## config.mk

```make
export PLATFORM = sky130hd
export DESIGN_NAME = parity_check_rx
export DESIGN_NICKNAME = d
export VERILOG_FILES = /design/src/rtl/parity_check_rx.sv
export SDC_FILE = /design/constraint.sdc
export NUM_CORES = 1
export LEC_CHECK = 0
export BUFFER_PORTS_ARGS = -buffer_cell sky130_fd_sc_hd__buf_2
export CAP_MARGIN = 20
export CORE_ASPECT_RATIO = 1.2
export CORE_MARGIN = 10
export CORE_UTILIZATION = 55
export CTS_CLUSTER_DIAMETER = 60
export DETAILED_ROUTE_END_ITERATION = 7
export GPL_ROUTABILITY_DRIVEN = 0
export PLACE_DENSITY = 0.79
export SETUP_SLACK_MARGIN = 0.15
export SYNTH_ARGS = -nofsm -noshare
export SYNTH_HDL_FRONTEND = slang
export SYNTH_SLANG_ARGS = --single-unit
export TNS_END_PERCENT = 10
```

## constraint.sdc

```tcl
create_clock -name clk -period 4 [get_ports clk]
set_input_delay 0.6 -clock clk [delete_from_list [all_inputs] [get_ports clk]]
set_output_delay 0.6 -clock clk [all_outputs]
set_load 0.03 [all_outputs]
```

## src/rtl/parity_check_rx.sv

```systemverilog
// parity_check_rx
//   Receive-side parity checker. A word and its transmitted parity bit are
//   taken in on a valid/ready stream. The parity is recomputed over a
//   two-stage pipeline, and the word is forwarded unmodified together with a
//   per-word error flag. A saturating error counter and a sticky error flag
//   give a status readout, and both are cleared synchronously by clr.
//
// Ports
//   clk, rst_n              clock, asynchronous active-low reset
//   in_valid/in_ready       upstream handshake
//   in_data[DATA_W], in_par received word and its parity bit
//   out_valid/out_ready     downstream handshake
//   out_data[DATA_W]        checked word, unmodified
//   out_err                 parity mismatch for out_data (qualified by out_valid)
//   err_cnt[CNT_W]          count of errored output transfers, saturating
//   err_sticky              set on the first errored output transfer
//   clr                     synchronous clear of err_cnt / err_sticky
module parity_check_rx #(
    parameter int DATA_W  = 16,
    parameter int PAR_ODD = 0,
    parameter int CNT_W   = 8
) (
    input  logic              clk,
    input  logic              rst_n,
    input  logic              in_valid,
    output logic              in_ready,
    input  logic [DATA_W-1:0] in_data,
    input  logic              in_par,
    output logic              out_valid,
    input  logic              out_ready,
    output logic [DATA_W-1:0] out_data,
    output logic              out_err,
    output logic [CNT_W-1:0]  err_cnt,
    output logic              err_sticky,
    input  logic              clr
);

    // One partial parity bit per 4-bit group; the top group is narrower when
    // DATA_W is not a multiple of 4.
    localparam int NGRP = (DATA_W + 3) / 4;
    localparam logic PAR_ODD_BIT = (PAR_ODD != 0);
    localparam logic [CNT_W-1:0] CNT_MAX = '1;

    logic [NGRP-1:0]   grp_par;

    logic              s1_valid;
    logic [DATA_W-1:0] s1_data;
    logic              s1_par;
    logic [NGRP-1:0]   s1_grp;

    logic              s2_valid;
    logic [DATA_W-1:0] s2_data;
    logic              s2_err;

    logic              adv1;
    logic              adv2;
    logic              err_next;
    logic              err_xfer;

    always_comb begin
        grp_par = '0;
        for (int i = 0; i < DATA_W; i++) begin
            grp_par[i/4] = grp_par[i/4] ^ in_data[i];
        end
    end

    // A stage may load when it is empty or its contents move on this cycle.
    assign adv2     = ~s2_valid | out_ready;
    assign adv1     = ~s1_valid | adv2;
    assign in_ready = adv1;

    // Odd parity inverts the sense of a good word, hence the final XOR.
    assign err_next = (^s1_grp) ^ s1_par ^ PAR_ODD_BIT;

    always_ff @(posedge clk or negedge rst_n) begin
        if (!rst_n) begin
            s1_valid <= 1'b0;
            s1_data  <= '0;
            s1_par   <= 1'b0;
            s1_grp   <= '0;
        end else if (adv1) begin
            s1_valid <= in_valid;
            if (in_valid) begin
                s1_data <= in_data;
                s1_par  <= in_par;
                s1_grp  <= grp_par;
            end
        end
    end

    // When S1 is empty and S2 advances, S2 takes a bubble (s2_valid=0).
    always_ff @(posedge clk or negedge rst_n) begin
        if (!rst_n) begin
            s2_valid <= 1'b0;
            s2_data  <= '0;
            s2_err   <= 1'b0;
        end else if (adv2) begin
            s2_valid <= s1_valid;
            if (s1_valid) begin
                s2_data <= s1_data;
                s2_err  <= err_next;
            end
        end
    end

    assign out_valid = s2_valid;
    assign out_data  = s2_data;
    assign out_err   = s2_err;

    assign err_xfer = s2_valid & out_ready & s2_err;

    // clr wins over a same-cycle errored transfer; that error is dropped.
    always_ff @(posedge clk or negedge rst_n) begin
        if (!rst_n) begin
            err_cnt    <= '0;
            err_sticky <= 1'b0;
        end else if (clr) begin
            err_cnt    <= '0;
            err_sticky <= 1'b0;
        end else if (err_xfer) begin
            err_sticky <= 1'b1;
            if (err_cnt != CNT_MAX) begin
                err_cnt <= err_cnt + 1'b1;
            end
        end
    end

endmodule
```

* After elaboration in Yosys (flattened, before gate mapping)
Cells that the tools add are included.
Word-level totals: bits of input ports 22, memories 0, output and inout port bits 28, latch bits 0, word-level logic and storage cells 41, bits in writable memories 0, memory bits (read-only) 0, register bits after elaboration 49
Cells by class: reductions and logical operators 6, shifts and indexed selects 0, equal/unequal tests 1, bitwise gates (word level) 19, $lt $le $gt $ge 0, divide/modulo/power cells 0, mux-type cells 5, add/subtract/negate cells 1, $mul 0
Operators by type and width (number):
- $mux 8 | 3
- $xor 1x1->1 | 13
- $add 8x1->8 const B | 1
- $ne 8x8->1 const B | 1
- $reduce_and 2->1 | 3
- $reduce_bool 2->1 | 2
- $reduce_xor 4->1 | 1
- $and 1x1->1 | 2
- $mux 1 | 2
- $not 1->1 | 2
- $or 1x1->1 | 2

* Depth between registers and ports, before layout
depth after elaboration 4, depth in mapped cells 4, gate-level depth less buffers 4

* Worst setup path after synthesis
No wires, ideal clock.
kind input to register, start in out_ready, end reg s1_data[0], library setup time 0.125 ns, data arrival time 1.563 ns, path buffers 1, required time 3.875 ns, stages 4, path slack 2.312 ns, cells stage by stage nand3b_2 nand2_4 buf_12 mux2_4
Between the ends: longest elaborated chain between the ends 3
RTL lines:
- from (decl) | RTL line 30 | input logic out_ready,
- $or 1x1->1 | RTL line 68 | assign adv2 = ~s2_valid | out_ready;
- $or 1x1->1 | RTL line 69 | assign adv1 = ~s1_valid | adv2;
- $reduce_and 2->1 (no line)
- to (signal assigned) | RTL line 84 | s1_data <= in_data;
- to (decl) | RTL line 47 | logic [DATA_W-1:0] s1_data;
No other way between the ends. A chain may end at the register's enable or synchronous reset.

* Worst setup path after layout
start in out_ready, end out in_ready
Between the ends: longest elaborated chain between the ends 2
RTL lines:
- $or 1x1->1 | RTL line 68
- $or 1x1->1 | RTL line 69
- to (decl) | RTL line 26 | output logic in_ready,
No other way between the ends.

==> run metrics <==
Layout Nets=229; Cell Area, Synth=2370 µm²; DR WL/cell=17.6 µm; dpl hpwl=3400 µm; sequential element share of the synthesized area=0.518; Most used DFF post-synth=dfrtp_1; # IOs=50; actual slew at the worst max-slew pin=0.392 ns; Post-CTS Hold Fix Bufs=0; CP delay by family, top=buffers and inverters; yosys warns=0; Total GRT Usage=0.132; Vias/cell=5.45; first-pass GRT wire length=7800 µm; Cell Area, Placed=2610 µm²; CP Buf/Inv Count=2; post-synthesis sequential element count=49; initial antenna violation count=0; critical path's slowest cell=nand3b_2; Max IR drop VDD=0.335 mV; port buffer count=49; final WL=4630 µm; leakage power total=0.00133 µW; Vias=1433; Hold WC Path Type=in -> async; Slew Limit Fails=0; post-route antenna net violation count=0; crit path DAT=1.19 ns; CP cell instances=buf_2 > nand3b_2 > buf_2; floorplan core area=4200 µm²; Post-Syn Nets=178; Fin Clk Skew=0.00711 ns; Final TNS setup=0 ns; gr ovfl total=0; largest net degree at the start of global routing=50; die area=7340 µm²; synth unique cells=37; cell count after synthesis=155; H-tree levels=2; total CTS buffers=5; Fin. Hold Viols=0; root buf cell=clkbuf_8; largest buffer count on any clock path=2; RSZ-0062 raised after global routing=false; Worst Path Required=3.40 ns; # Max-Cap Violations=0; Area Overhead vs Synth=15.8%; Initial Util=0.564; status=complete, no violations; Crit Path Class=in -> out; Setup Buffers After CTS=0; Worst-Skew Late Latency=0.30 ns; endpoints failing setup=0; DR DRC count=0; final worst-path cycle share=0.447; minimum clock period=1.79 ns; post-route cell area=2740 µm²; fmax=559 MHz; CTS tree=built; Clock Sinks=49; Resized Gates After CTS=0; Worst setup EP type=output port; Initial DRC Count=59; layout cell share with drive strength beyond 1=0.522; CP max stage delay=0.25 ns; vias in the first global route=1613; Power Density=530 nW/µm²; Die X=79.9 µm; num rows=26; async set-or-reset flop fraction in the synthesized netlist=1.00; Slew HR=0.738; drt first pass iters=4; startpoint class of the critical path=primary input; Worst-path clk slew=0.09 ns; CP max FO=5; Avg Inst Size Synth=15.3 µm²; Die Y=91.9 µm; number of diodes=0; critical path's most frequent cell=buf_2; Post-synth EDFFs=0
==> worst paths after layout <==
path                                         start                 endpoint  slack, ns  cells past startpoint
hold reg to reg            out_data[3]$_DFFE_PN0P_  out_data[3]$_DFFE_PN0P_       0.51                      1
min in group clk           out_data[3]$_DFFE_PN0P_  out_data[3]$_DFFE_PN0P_       0.51                      1
max in group asynchronous                    rst_n  s1_data[13]$_DFFE_PN0P_       3.39                      2
setup reg to reg            err_cnt[0]$_DFFE_PN0P_   err_cnt[0]$_DFFE_PN0P_       2.48                      4
hold / removal                               rst_n  out_data[8]$_DFFE_PN0P_       0.14                      1
setup / recovery                         out_ready                 in_ready       2.21                      3
==> registers in the layout (all words and copies together), names as in the netlist <==
| name | count |
|---|---|
| out_valid | 1 |
| err_cnt | 8 |
| out_data | 16 |
| s1_par | 1 |
| s1_data | 16 |
| out_err | 1 |
| s1_valid | 1 |
| s1_grp | 4 |
| err_sticky | 1 |
==> report_power, final <==
group	internal [µW]	switching, µW	leakage, µW
sequential	588	64.2	0.000590
combinational	209	229	0.000684
clock	204	158	0.0000585
total	1000	452	0.00133
==> cell families (layout without fill, tap and decap cells) <==
logic type / count (synthesis) / in the layout / synth area share
compound gates: 12 / 12 / 0.0486
xor+xnor: 15 / 15 / 0.0613
fa+ha+maj: 1 / 1 / 0.00528
buf+inv: 6 / 58 / 0.0328
flops: 49 / 49 / 0.518
mux: 40 / 40 / 0.239
simple gates: 32 / 32 / 0.0951
==> synthesized netlist by cell type, types with 3 or more instances <==
library cell | n | share of area
mux2_2 | 8 | 0.038
buf_6 | 3 | 0.014
mux2_4 | 31 | 0.20
nor2_1 | 3 | 0.0048
or2b_1 | 3 | 0.0095
xnor2_1 | 9 | 0.033
nor2b_1 | 3 | 0.0079
and3_1 | 3 | 0.0079
xor2_1 | 5 | 0.018
nand3_1 | 3 | 0.0063
dfrtp_1 | 49 | 0.52
==> layout make-up <==
cell class	count	area, µm²
Fill cell	311	1460
Sequential cell	49	1230
Multi-Input combinational cell	100	1060
Timing Repair Buffer	50	265
Clock buffer	7	86.3
Tap cell	56	70.1
Clock inverter	1	30.0
==> placed cells by master (no fill, tap or decap), drive strengths merged, types with 3 or more instances in the layout <==
cell / Yosys / layout
buf: 5 / 50
dfrtp: 49 / 49
mux2: 39 / 39
xnor2: 9 / 9
clkbuf: 1 / 7
xor2: 5 / 5
and3: 4 / 4
nand3: 3 / 3
or2b: 3 / 3
nor2b: 3 / 3
nor2: 3 / 3
a21oi: 3 / 3
a211oi: 3 / 3
nand2b: 3 / 3
==> stage by stage <==
stage | hold WS (ns) | utilization | power, µW | instances | setup slack [ns]
2_1_floorplan | 0.304 | - | 986 | 155 | 2.31
3_3_place_gp | 0.486 | 0.621 | 1080 | 254 | 2.19
3_5_place_dp | 0.488 | 0.621 | 1100 | 254 | 2.17
4_1_cts | 0.507 | 0.648 | 1460 | 262 | 2.21
5_1_grt | 0.141 | 0.653 | 1520 | 263 | 2.18
6_report | 0.136 | 0.653 | 1450 | 263 | 2.21
==> metal layers <==
metal / vias up / share of wire / GRT usage / routed length [µm]
li1: 653 / - / - / -
met1: 734 / 0.38 / 0.138 / 1760
met2: 41 / 0.54 / 0.231 / 2500
met3: 5 / 0.071 / 0.0479 / 329
met4: 0 / 0.0099 / 0.0529 / 46
met5: - / 0 / 0 / 0
==> worst register-to-register path, cell delays in order, from the launching register on <==
cell	delay [ns]
dfrtp_1	0.43
ha_1	0.28
and4_4	0.19
a21oi_2	0.20
mux2_4	0.31
Note: power is estimated with default switching activity, not from simulation.
